## src/rtl/nnrv_mem_pkg.sv

```systemverilog
// nnrv_mem_pkg: shared definitions for the nnrv memory stage.
//   - access size encodings (byte/half/word/dword)
//   - FSM state encoding of the stage
//   - lane_off_w(): width of the byte-lane offset inside one XLEN word
//   - eff_size(): maps a dword request onto a word when XLEN is 32
package nnrv_mem_pkg;

  localparam logic [1:0] SZ_BYTE  = 2'd0;
  localparam logic [1:0] SZ_HALF  = 2'd1;
  localparam logic [1:0] SZ_WORD  = 2'd2;
  localparam logic [1:0] SZ_DWORD = 2'd3;

  typedef enum logic [1:0] {
    ST_IDLE = 2'd0,
    ST_REQ  = 2'd1,
    ST_RESP = 2'd2
  } mem_state_e;

  function automatic int lane_off_w(input int xlen);
    return $clog2(xlen / 8);
  endfunction

  // A dword access on a 32-bit datapath is treated as a word access.
  function automatic logic [1:0] eff_size(input logic [1:0] size, input int xlen);
    if ((size == SZ_DWORD) && (xlen == 32)) begin
      return SZ_WORD;
    end else begin
      return size;
    end
  endfunction

endpackage

```

## src/rtl/nnrv_mem_if.sv

```systemverilog
// nnrv_mem_if: RAM request/response bus of the memory stage.
//   req/we/addr/be/wdata : request side, driven by the stage (master)
//   gnt                  : request accepted this cycle (slave)
//   rvalid/rdata         : read response, aligned word (slave)
interface nnrv_mem_if #(
  parameter int XLEN = 32
);
  logic              req;
  logic              we;
  logic [XLEN-1:0]   addr;
  logic [XLEN/8-1:0] be;
  logic [XLEN-1:0]   wdata;
  logic              gnt;
  logic              rvalid;
  logic [XLEN-1:0]   rdata;

  modport master (
    output req, we, addr, be, wdata,
    input  gnt, rvalid, rdata
  );

  modport slave (
    input  req, we, addr, be, wdata,
    output gnt, rvalid, rdata
  );
endinterface

```

## src/rtl/nnrv_mem_align.sv

```systemverilog
// nnrv_mem_align: combinational byte-lane steering for the memory stage.
//   Store side: i_st_off/i_st_size/i_st_data -> o_be (byte enables) and
//               o_wdata (store data shifted into its lanes). Lanes beyond
//               the word are dropped.
//   Load side : i_ld_off/i_ld_size/i_ld_sign/i_rdata -> o_ld_data, the
//               addressed bytes right-aligned and sign/zero extended.
//   Sizes arriving here are already effective sizes (never dword on XLEN=32).
module nnrv_mem_align
  import nnrv_mem_pkg::*;
#(
  parameter  int XLEN = 32,
  localparam int BW   = XLEN / 8,
  localparam int OFFW = lane_off_w(XLEN)
) (
  input  logic [OFFW-1:0] i_st_off,
  input  logic [1:0]      i_st_size,
  input  logic [XLEN-1:0] i_st_data,
  output logic [BW-1:0]   o_be,
  output logic [XLEN-1:0] o_wdata,
  input  logic [OFFW-1:0] i_ld_off,
  input  logic [1:0]      i_ld_size,
  input  logic            i_ld_sign,
  input  logic [XLEN-1:0] i_rdata,
  output logic [XLEN-1:0] o_ld_data
);

  logic [BW-1:0]   mask_s;
  logic [2*BW-1:0] be_wide_s;
  logic [XLEN-1:0] ld_shift_s;
  logic            ld_msb_s;
  int              ld_bits_s;

  // Store byte enables and lane-shifted store data.
  always_comb begin
    mask_s = {BW{1'b0}};
    for (int i = 0; i < BW; i++) begin
      mask_s[i] = (i < (32'sd1 <<< i_st_size));
    end
    // Shift in a double-width vector so lanes past the word fall off the top.
    be_wide_s = {{BW{1'b0}}, mask_s} << i_st_off;
    o_be      = be_wide_s[BW-1:0];
    o_wdata   = i_st_data << {i_st_off, 3'b000};
  end

  // Load extraction and sign/zero extension.
  always_comb begin
    ld_shift_s = i_rdata >> {i_ld_off, 3'b000};
    ld_bits_s  = 32'sd8 <<< i_ld_size;
    case (i_ld_size)
      SZ_BYTE: ld_msb_s = ld_shift_s[7];
      SZ_HALF: ld_msb_s = ld_shift_s[15];
      SZ_WORD: ld_msb_s = ld_shift_s[31];
      default: ld_msb_s = ld_shift_s[XLEN-1];
    endcase
    o_ld_data = {XLEN{1'b0}};
    for (int i = 0; i < XLEN; i++) begin
      o_ld_data[i] = (i < ld_bits_s) ? ld_shift_s[i] : (i_ld_sign & ld_msb_s);
    end
  end

endmodule

```

## src/rtl/nnrv_mem_stage.sv

```systemverilog
// nnrv_mem_stage: memory stage between exec and writeback.
//   One outstanding load/store over the req/gnt/rvalid RAM bus (ram, master
//   modport of nnrv_mem_if); non-memory ops pass to writeback in one cycle.
// Ports:
//   i_clk, i_rst            clock, synchronous active-high reset
//   i_exec_*                instruction from exec; o_exec_stall holds exec
//   ram                     RAM request/response bus
//   o_wb_rd_en/rd/rd_reg    registered writeback
//   o_id_rd_en/rd/ready/reg forwarding view of the register held in the stage
//   o_misalign              misaligned-access pulse (MEM_MISALIGN_TRAP_EN only)
// Build option: define MEM_MISALIGN_TRAP_EN to trap misaligned accesses
// instead of issuing them with out-of-word lanes dropped.
module nnrv_mem_stage
  import nnrv_mem_pkg::*;
#(
  parameter int XLEN   = 32,
  parameter int REG_AW = 5
) (
  input  logic              i_clk,
  input  logic              i_rst,
  input  logic              i_exec_valid,
  output logic              o_exec_stall,
  input  logic              i_exec_rd_en,
  input  logic [REG_AW-1:0] i_exec_rd,
  input  logic [XLEN-1:0]   i_exec_rd_reg,
  input  logic              i_exec_ld,
  input  logic              i_exec_st,
  input  logic [XLEN-1:0]   i_exec_addr,
  input  logic [XLEN-1:0]   i_exec_data,
  input  logic [1:0]        i_exec_size,
  input  logic              i_exec_sign,
  nnrv_mem_if.master        ram,
  output logic              o_wb_rd_en,
  output logic [REG_AW-1:0] o_wb_rd,
  output logic [XLEN-1:0]   o_wb_rd_reg,
  output logic              o_id_rd_en,
  output logic [REG_AW-1:0] o_id_rd,
  output logic              o_id_rd_ready,
  output logic [XLEN-1:0]   o_id_rd_reg
`ifdef MEM_MISALIGN_TRAP_EN
  ,
  output logic              o_misalign
`endif
);

  localparam int BW   = XLEN / 8;
  localparam int OFFW = lane_off_w(XLEN);

  mem_state_e        state_q, state_d;
  logic              ram_we_q, ram_we_d;
  logic [XLEN-1:0]   ram_addr_q, ram_addr_d;
  logic [BW-1:0]     ram_be_q, ram_be_d;
  logic [XLEN-1:0]   ram_wdata_q, ram_wdata_d;
  logic [OFFW-1:0]   ld_off_q, ld_off_d;
  logic [1:0]        ld_size_q, ld_size_d;
  logic              ld_sign_q, ld_sign_d;
  logic              wb_rd_en_q, wb_rd_en_d;
  logic [REG_AW-1:0] wb_rd_q, wb_rd_d;
  logic [XLEN-1:0]   wb_rd_reg_q, wb_rd_reg_d;
  logic              id_rd_en_q, id_rd_en_d;
  logic [REG_AW-1:0] id_rd_q, id_rd_d;
  logic              id_rd_ready_q, id_rd_ready_d;
  logic [XLEN-1:0]   id_rd_reg_q, id_rd_reg_d;
  logic              misalign_q, misalign_d;

  logic [OFFW-1:0]   exec_off_s;
  logic [1:0]        exec_size_s;
  logic              is_mem_s;
  logic              trap_s;
  logic [BW-1:0]     al_be_s;
  logic [XLEN-1:0]   al_wdata_s;
  logic [XLEN-1:0]   ld_data_s;

  assign exec_off_s  = i_exec_addr[OFFW-1:0];
  assign exec_size_s = eff_size(i_exec_size, XLEN);
  assign is_mem_s    = i_exec_ld | i_exec_st;

`ifdef MEM_MISALIGN_TRAP_EN
  logic [OFFW-1:0] mis_mask_s;
  assign mis_mask_s = OFFW'((32'd1 << exec_size_s) - 32'd1);
  assign trap_s     = |(exec_off_s & mis_mask_s);
  assign o_misalign = misalign_q;
`else
  assign trap_s     = 1'b0;
`endif

  nnrv_mem_align #(
    .XLEN (XLEN)
  ) u_align (
    .i_st_off  (exec_off_s),
    .i_st_size (exec_size_s),
    .i_st_data (i_exec_data),
    .o_be      (al_be_s),
    .o_wdata   (al_wdata_s),
    .i_ld_off  (ld_off_q),
    .i_ld_size (ld_size_q),
    .i_ld_sign (ld_sign_q),
    .i_rdata   (ram.rdata),
    .o_ld_data (ld_data_s)
  );

  // Next-state and next-output logic of the stage FSM.
  always_comb begin
    state_d       = state_q;
    ram_we_d      = ram_we_q;
    ram_addr_d    = ram_addr_q;
    ram_be_d      = ram_be_q;
    ram_wdata_d   = ram_wdata_q;
    ld_off_d      = ld_off_q;
    ld_size_d     = ld_size_q;
    ld_sign_d     = ld_sign_q;
    wb_rd_en_d    = 1'b0;
    wb_rd_d       = wb_rd_q;
    wb_rd_reg_d   = wb_rd_reg_q;
    id_rd_en_d    = id_rd_en_q;
    id_rd_d       = id_rd_q;
    id_rd_ready_d = id_rd_ready_q;
    id_rd_reg_d   = id_rd_reg_q;
    misalign_d    = 1'b0;

    case (state_q)
      ST_IDLE: begin
        // Nothing is held unless a new instruction is taken this cycle.
        id_rd_en_d    = 1'b0;
        id_rd_ready_d = 1'b0;
        if (i_exec_valid && is_mem_s && trap_s) begin
          misalign_d = 1'b1;
        end else if (i_exec_valid && is_mem_s) begin
          state_d     = ST_REQ;
          ram_we_d    = i_exec_st;
          ram_addr_d  = {i_exec_addr[XLEN-1:OFFW], {OFFW{1'b0}}};
          ram_be_d    = al_be_s;
          ram_wdata_d = al_wdata_s;
          ld_off_d    = exec_off_s;
          ld_size_d   = exec_size_s;
          ld_sign_d   = i_exec_sign;
          id_rd_en_d  = i_exec_ld & i_exec_rd_en;
          id_rd_d     = i_exec_rd;
        end else if (i_exec_valid) begin
          wb_rd_en_d    = i_exec_rd_en && (i_exec_rd != {REG_AW{1'b0}});
          wb_rd_d       = i_exec_rd;
          wb_rd_reg_d   = i_exec_rd_reg;
          id_rd_en_d    = i_exec_rd_en;
          id_rd_d       = i_exec_rd;
          id_rd_ready_d = 1'b1;
          id_rd_reg_d   = i_exec_rd_reg;
        end else begin
          state_d = ST_IDLE;
        end
      end
      ST_REQ: begin
        if (ram.gnt) begin
          state_d = ram_we_q ? ST_IDLE : ST_RESP;
        end else begin
          state_d = ST_REQ;
        end
      end
      ST_RESP: begin
        if (ram.rvalid) begin
          state_d       = ST_IDLE;
          wb_rd_en_d    = id_rd_en_q && (id_rd_q != {REG_AW{1'b0}});
          wb_rd_d       = id_rd_q;
          wb_rd_reg_d   = ld_data_s;
          id_rd_ready_d = 1'b1;
          id_rd_reg_d   = ld_data_s;
        end else begin
          state_d = ST_RESP;
        end
      end
      default: begin
        state_d = ST_IDLE;
      end
    endcase
  end

  // State and output registers with synchronous reset.
  always_ff @(posedge i_clk) begin
    if (i_rst) begin
      state_q       <= ST_IDLE;
      ram_we_q      <= 1'b0;
      ram_addr_q    <= {XLEN{1'b0}};
      ram_be_q      <= {BW{1'b0}};
      ram_wdata_q   <= {XLEN{1'b0}};
      ld_off_q      <= {OFFW{1'b0}};
      ld_size_q     <= 2'd0;
      ld_sign_q     <= 1'b0;
      wb_rd_en_q    <= 1'b0;
      wb_rd_q       <= {REG_AW{1'b0}};
      wb_rd_reg_q   <= {XLEN{1'b0}};
      id_rd_en_q    <= 1'b0;
      id_rd_q       <= {REG_AW{1'b0}};
      id_rd_ready_q <= 1'b0;
      id_rd_reg_q   <= {XLEN{1'b0}};
      misalign_q    <= 1'b0;
    end else begin
      state_q       <= state_d;
      ram_we_q      <= ram_we_d;
      ram_addr_q    <= ram_addr_d;
      ram_be_q      <= ram_be_d;
      ram_wdata_q   <= ram_wdata_d;
      ld_off_q      <= ld_off_d;
      ld_size_q     <= ld_size_d;
      ld_sign_q     <= ld_sign_d;
      wb_rd_en_q    <= wb_rd_en_d;
      wb_rd_q       <= wb_rd_d;
      wb_rd_reg_q   <= wb_rd_reg_d;
      id_rd_en_q    <= id_rd_en_d;
      id_rd_q       <= id_rd_d;
      id_rd_ready_q <= id_rd_ready_d;
      id_rd_reg_q   <= id_rd_reg_d;
      misalign_q    <= misalign_d;
    end
  end

  assign o_exec_stall  = (state_q != ST_IDLE);
  assign ram.req       = (state_q == ST_REQ);
  assign ram.we        = ram_we_q;
  assign ram.addr      = ram_addr_q;
  assign ram.be        = ram_be_q;
  assign ram.wdata     = ram_wdata_q;
  assign o_wb_rd_en    = wb_rd_en_q;
  assign o_wb_rd       = wb_rd_q;
  assign o_wb_rd_reg   = wb_rd_reg_q;
  assign o_id_rd_en    = id_rd_en_q;
  assign o_id_rd       = id_rd_q;
  assign o_id_rd_ready = id_rd_ready_q;
  assign o_id_rd_reg   = id_rd_reg_q;

endmodule

```

## src/flat_wrapper.sv

```systemverilog
// flat-port wrapper written by rule: the top's interface ports become plain ports
module nnrv_mem_stage_flat import nnrv_mem_pkg::*;
#(
  parameter int XLEN   = 32,
  parameter int REG_AW = 5
)
  (i_clk, i_rst, i_exec_valid, o_exec_stall, i_exec_rd_en, i_exec_rd, i_exec_rd_reg, i_exec_ld, i_exec_st, i_exec_addr, i_exec_data, i_exec_size, i_exec_sign, o_wb_rd_en, o_wb_rd, o_wb_rd_reg, o_id_rd_en, o_id_rd, o_id_rd_ready, o_id_rd_reg, ram_req, ram_we, ram_addr, ram_be, ram_wdata, ram_gnt, ram_rvalid, ram_rdata);
  nnrv_mem_if #(.XLEN(XLEN)) ram_i ();
  input  logic i_clk;
  input  logic i_rst;
  input  logic i_exec_valid;
  output logic o_exec_stall;
  input  logic i_exec_rd_en;
  input  logic [REG_AW-1:0] i_exec_rd;
  input  logic [XLEN-1:0] i_exec_rd_reg;
  input  logic i_exec_ld;
  input  logic i_exec_st;
  input  logic [XLEN-1:0] i_exec_addr;
  input  logic [XLEN-1:0] i_exec_data;
  input  logic [1:0] i_exec_size;
  input  logic i_exec_sign;
  output logic o_wb_rd_en;
  output logic [REG_AW-1:0] o_wb_rd;
  output logic [XLEN-1:0] o_wb_rd_reg;
  output logic o_id_rd_en;
  output logic [REG_AW-1:0] o_id_rd;
  output logic o_id_rd_ready;
  output logic [XLEN-1:0] o_id_rd_reg;
  output wire logic [$bits(ram_i.req)-1:0] ram_req;
  output wire logic [$bits(ram_i.we)-1:0] ram_we;
  output wire logic [$bits(ram_i.addr)-1:0] ram_addr;
  output wire logic [$bits(ram_i.be)-1:0] ram_be;
  output wire logic [$bits(ram_i.wdata)-1:0] ram_wdata;
  input wire logic [$bits(ram_i.gnt)-1:0] ram_gnt;
  input wire logic [$bits(ram_i.rvalid)-1:0] ram_rvalid;
  input wire logic [$bits(ram_i.rdata)-1:0] ram_rdata;
  assign ram_req = ram_i.req;
  assign ram_we = ram_i.we;
  assign ram_addr = ram_i.addr;
  assign ram_be = ram_i.be;
  assign ram_wdata = ram_i.wdata;
  assign ram_i.gnt = ram_gnt;
  assign ram_i.rvalid = ram_rvalid;
  assign ram_i.rdata = ram_rdata;
  nnrv_mem_stage #(.XLEN(XLEN), .REG_AW(REG_AW)) u_core (.i_clk(i_clk), .i_rst(i_rst), .i_exec_valid(i_exec_valid), .o_exec_stall(o_exec_stall), .i_exec_rd_en(i_exec_rd_en), .i_exec_rd(i_exec_rd), .i_exec_rd_reg(i_exec_rd_reg), .i_exec_ld(i_exec_ld), .i_exec_st(i_exec_st), .i_exec_addr(i_exec_addr), .i_exec_data(i_exec_data), .i_exec_size(i_exec_size), .i_exec_sign(i_exec_sign), .ram(ram_i), .o_wb_rd_en(o_wb_rd_en), .o_wb_rd(o_wb_rd), .o_wb_rd_reg(o_wb_rd_reg), .o_id_rd_en(o_id_rd_en), .o_id_rd(o_id_rd), .o_id_rd_ready(o_id_rd_ready), .o_id_rd_reg(o_id_rd_reg));
endmodule
```

## config.mk

```make
export PLATFORM = sky130hd
export DESIGN_NAME = nnrv_mem_stage_flat
export DESIGN_NICKNAME = d
export VERILOG_FILES = /design/src/rtl/nnrv_mem_pkg.sv /design/src/rtl/nnrv_mem_if.sv /design/src/rtl/nnrv_mem_align.sv /design/src/rtl/nnrv_mem_stage.sv /design/src/flat_wrapper.sv
export SDC_FILE = /design/constraint.sdc
export NUM_CORES = 1
export LEC_CHECK = 0
export CORE_ASPECT_RATIO = 0.9
export CORE_UTILIZATION = 37
export DETAILED_ROUTE_END_ITERATION = 12
export PLACE_DENSITY = 0.88
export SYNTH_ARGS = -nofsm -noshare
export SYNTH_HDL_FRONTEND = slang
export SYNTH_SLANG_ARGS = --single-unit
export TNS_END_PERCENT = 5
```

## constraint.sdc

```tcl
create_clock -name i_clk -period 1.7 [get_ports i_clk]
set_input_delay 0.34 -clock i_clk [delete_from_list [all_inputs] [get_ports i_clk]]
set_output_delay 0.34 -clock i_clk [all_outputs]
set_load 0.01 [all_outputs]
```

==> metrics.txt <==
# TYPE chip_impl_metric gauge
chip_impl_metric{name="antenna_cells",unit=""} 0
chip_impl_metric{name="floorplan.die.width",unit="um"} 136.6
chip_impl_metric{name="post_synthesis_cells",unit=""} 711
chip_impl_metric{name="synthesized_cell_area",unit="um^2"} 6030
chip_impl_metric{name="floorplan.initialDensity",unit=""} 0.3851
chip_impl_metric{name="synth_edf_count",unit=""} 0
chip_impl_metric{name="cts_hold_buf",unit=""} 0
chip_impl_info{name="library_cell_occupying_the_most_area_in_the_post_synthesis_netlist",value="sky130_fd_sc_hd__dfxtp_1"} 1
chip_impl_metric{name="syn_to_final_growth",unit="%"} 70.18
chip_impl_metric{name="clock_sink_count",unit=""} 119
chip_impl_metric{name="placement_rows",unit=""} 43
chip_impl_metric{name="wirelength",unit="mm"} 21.60
chip_impl_metric{name="placement.io_buffers",unit=""} 289
chip_impl_metric{name="die_h",unit="um"} 123.1
chip_impl_metric{name="drv_cap",unit=""} 0
chip_impl_metric{name="cellPowerDensity",unit="nW/um^2"} 852.3
chip_impl_metric{name="dp_hpwl",unit="mm"} 15.61
chip_impl_info{name="critPathSlowestCell",value="sky130_fd_sc_hd__or4b_4"} 1
chip_impl_metric{name="p_seq_frac",unit=""} 0.352
chip_impl_info{name="tritoncts",value="built"} 1
chip_impl_metric{name="report.final.hold_viol_count",unit=""} 0
chip_impl_metric{name="cts_buffer_depth",unit=""} 2
chip_impl_info{name="critical_path_class",value="flop to flop"} 1
chip_impl_metric{name="die-area",unit="um^2"} 16810
chip_impl_metric{name="vias_per_cell",unit=""} 5.320
chip_impl_metric{name="top_level_ports",unit=""} 292
chip_impl_metric{name="combinationalPowerShare",unit=""} 0.221
chip_impl_metric{name="worstPathMaxFanout",unit=""} 6
chip_impl_metric{name="instances_no_fill",unit=""} 1217
chip_impl_info{name="post_synth_main_area_contributors",value="sky130_fd_sc_hd__dfxtp_1, sky130_fd_sc_hd__nand2_1, sky130_fd_sc_hd__a21oi_1"} 1
chip_impl_info{name="crit_chain",value="or4b_4, a21oi_4, buf_12, buf_6, nor2_1, a311oi_1"} 1
chip_impl_metric{name="final-max-slew-violation-count",unit=""} 0
chip_impl_info{name="rsz0062_at_grt",value="yes"} 1
chip_impl_metric{name="maximum_level_of_the_cts_h_tree",unit=""} 4
chip_impl_metric{name="dr_total_vias",unit=""} 6475
chip_impl_metric{name="p_clk_frac",unit=""} 0.427
chip_impl_metric{name="global_route_wire_length_before_repair",unit="mm"} 32.00
chip_impl_metric{name="yosysUniqueCellTypes",unit=""} 57
chip_impl_info{name="yosys_most_used_dff",value="sky130_fd_sc_hd__dfxtp_1"} 1
chip_impl_metric{name="grt_remaining_overflow",unit=""} 0
chip_impl_info{name="status",value="finished, violations left"} 1
chip_impl_metric{name="final_nets",unit=""} 1146
chip_impl_metric{name="worst-r2r-setup-slack",unit="ns"} -0.07
chip_impl_metric{name="sw_frac_of_total",unit=""} 0.2706
chip_impl_info{name="type_of_element_launching_the_critical_path",value="flop"} 1
chip_impl_metric{name="fin_skew",unit="ns"} 0.01092
chip_impl_metric{name="setup_violations",unit=""} 11
chip_impl_metric{name="worstRegToRegCells",unit=""} 6
chip_impl_metric{name="gp_congestion",unit=""} 0.9286
chip_impl_metric{name="final_critical_path_required_period",unit="ns"} 1.767
chip_impl_metric{name="yosysWarnings",unit=""} 0
chip_impl_metric{name="synth-seq-cells",unit=""} 119
chip_impl_metric{name="irDropWorstVdd",unit="uV"} 842.2
chip_impl_metric{name="clock.fmax",unit="MHz"} 565.9
chip_impl_metric{name="leakagePower",unit="uW"} 0.004471
chip_impl_metric{name="drtAntennaViolNets",unit=""} 0
chip_impl_metric{name="post-route-util",unit=""} 0.6554
chip_impl_metric{name="grt_max_degree",unit=""} 40
chip_impl_metric{name="vias_in_the_first_global_route",unit=""} 6231
chip_impl_metric{name="period_share",unit=""} 1.040
chip_impl_metric{name="detail_route.iter0.violations",unit=""} 394
chip_impl_info{name="hold_path.class",value="input pin to flop"} 1
chip_impl_metric{name="post_route_cells_drive_above_1_share",unit=""} 0.1911
chip_impl_metric{name="place.detailed.instances",unit=""} 1178
chip_impl_metric{name="yosysTopAreaCellShare",unit=""} 0.3951
chip_impl_metric{name="total_iterations_of_the_first_detailed_routing_run",unit=""} 5
chip_impl_metric{name="grt_use_total",unit=""} 0.2487
chip_impl_metric{name="core_area",unit="um^2"} 15660
chip_impl_info{name="critPathCaptureType",value="flop"} 1
chip_impl_metric{name="worstSkewPairLatency",unit="ns"} 0.41
chip_impl_metric{name="async_reset_ff_frac",unit=""} 0
chip_impl_metric{name="hold_depth",unit=""} 2
chip_impl_metric{name="cts_inserted_buffers",unit=""} 17
chip_impl_metric{name="fin_ws",unit="ns"} -0.06719
chip_impl_metric{name="worstPathArrival",unit="ns"} 2.06
chip_impl_metric{name="detail_route.wl_per_cell",unit="um"} 17.75
chip_impl_metric{name="power_switching",unit="uW"} 2366
chip_impl_metric{name="clk_pin_slew_worst_paths",unit="ns"} 0.06
chip_impl_metric{name="largest_register_ff_count",unit=""} 37
chip_impl_metric{name="final.fill_count",unit=""} 1165
chip_impl_metric{name="post-route-drc-count",unit=""} 0
chip_impl_info{name="cts_root_buf",value="sky130_fd_sc_hd__clkbuf_16"} 1
chip_impl_metric{name="antenna_violations_before_repair",unit=""} 0
chip_impl_metric{name="syn_avg_cell_area",unit="um^2"} 8.480
chip_impl_metric{name="cp_data_required_time",unit="ns"} 2.00
chip_impl_metric{name="cellInternalPower",unit="uW"} 6379
chip_impl_info{name="violated_checks",value="setup timing"} 1
chip_impl_metric{name="synth_seq_area_share",unit=""} 0.3951
chip_impl_metric{name="critical-path-max-stage-delay",unit="ns"} 0.50
==> cells in the final DEF (no fill, tap or decap), types with 3 or more instances in the layout <==
cell type,instances
sky130_fd_sc_hd__clkbuf_16,19
sky130_fd_sc_hd__nor4_1,8
sky130_fd_sc_hd__clkinv_4,4
sky130_fd_sc_hd__dfxtp_1,108
sky130_fd_sc_hd__mux2_2,32
sky130_fd_sc_hd__dlymetal6s2s_1,45
sky130_fd_sc_hd__o22ai_1,8
sky130_fd_sc_hd__a311oi_1,11
sky130_fd_sc_hd__nand2_1,150
sky130_fd_sc_hd__o21ai_0,10
sky130_fd_sc_hd__a2111oi_4,9
sky130_fd_sc_hd__a2111oi_2,6
sky130_fd_sc_hd__clkdlybuf4s50_1,227
sky130_fd_sc_hd__dfxtp_2,11
sky130_fd_sc_hd__buf_6,6
sky130_fd_sc_hd__o211ai_1,16
sky130_fd_sc_hd__clkinvlp_4,4
sky130_fd_sc_hd__nand2b_1,5
sky130_fd_sc_hd__buf_12,12
sky130_fd_sc_hd__bufinv_16,3
sky130_fd_sc_hd__inv_1,4
sky130_fd_sc_hd__dlygate4sd2_1,14
sky130_fd_sc_hd__nor2_1,59
sky130_fd_sc_hd__a21oi_1,81
sky130_fd_sc_hd__nor2_4,11
sky130_fd_sc_hd__mux2i_1,17
sky130_fd_sc_hd__buf_4,50
sky130_fd_sc_hd__nand3b_1,8
sky130_fd_sc_hd__a22oi_1,24
==> metrics by stage <==
step                setup TNS, ns  setup WS [ns]  total power, uW  cell area, um^2  hold WS, ns
floorplan                 -0.9899       -0.05426             3988             6102       0.4685
global placement           -45.36        -0.5239             4966             9344       0.4385
finish                    -0.2363       -0.06719             8745            10260       0.3626
detailed placement         -49.39        -0.6716             5006             9344       0.4457
CTS                        -1.150       -0.06782             8760             9993       0.3003
global route               -2.325       -0.08962             9103            10260       0.3661
==> final cells by class <==
cell class | instances | area, um^2 | share of cell area
flip-flops and latches | 119 | 2396 | 0.2335
well taps | 202 | 252.7 | 0.02463
clock inverters | 13 | 172.7 | 0.01683
clock buffers | 19 | 442.9 | 0.04317
repair buffers | 361 | 3749 | 0.3653
inverters | 4 | 15.01 | 0.001463
multi-input cells | 499 | 3233 | 0.3151
==> power groups by stage <==
stage	logic [uW]	clock network, uW	registers (uW)
detailed placement	1870	0	3140
global route	2070	3930	3100
floorplan	803	0	3190
finish	1930	3730	3080
global placement	1840	0	3130
CTS	1880	3800	3080
==> kinds of logic (layout without fill, tap and decap cells) <==
family | Yosys count | in the layout | synth area share
and+or+nand+nor | 266 | 266 | 0.2005
AOI/OAI and AO/OA | 181 | 181 | 0.2245
DFF | 119 | 119 | 0.3951
buffers and inverters | 94 | 397 | 0.08985
muxes | 49 | 49 | 0.08799
other | 1 | 2 | 0.0006219
xor gates and xnor gates | 1 | 1 | 0.001453
==> per-layer routing <==
metal  track usage  up-vias  wire length (um)
li1              -     3056                 -
met5             0        -                 0
met4        0.1181        0               733
met2        0.4175      291             10530
met1        0.3008     3068              8774
met3       0.05658       60              1562
==> synth_stat cells, drive strengths merged, types with 5 or more instances <==
| master | instances |
|---|---|
| a311oi | 13 |
| o22ai | 8 |
| nand2b | 5 |
| buf | 57 |
| o211ai | 16 |
| nand2 | 150 |
| nor2 | 71 |
| mux2 | 32 |
| a22oi | 24 |
| dfxtp | 119 |
| o21ai | 11 |
| a21oi | 82 |
| nor4 | 9 |
| nand3b | 8 |
| a2111oi | 15 |
| nor3 | 6 |
| clkbuf | 33 |
| mux2i | 17 |
==> worst paths after layout <==
path                                          endpoint            startpoint
worst min register to register    u_core.ram.wdata[20]  u_core.ram.wdata[20]
worst max register to register   u_core.o_wb_rd_reg[2]     u_core.state_q[1]
worst min-delay path            u_core.o_wb_rd_reg[15]                 i_rst
worst max-delay path             u_core.o_wb_rd_reg[2]     u_core.state_q[1]
==> worst max-delay path, delay by kind of cell (launching register included) <==
| family | cells | cell delay (ns) |
|---|---|---|
| compound gates | 2 | 0.50 |
| flops | 1 | 0.32 |
| simple gates | 2 | 0.54 |
| buf+inv | 2 | 0.29 |
==> repair_timing <==
action / CTS / global route
buffers inserted: 2 / 2
gates resized for setup: 36 / 67
setup endpoints to repair: 106 / 124
pin swaps: 11 / 11
cloned: 1 / 2
Note: power is estimated with default switching activity, not from simulation.
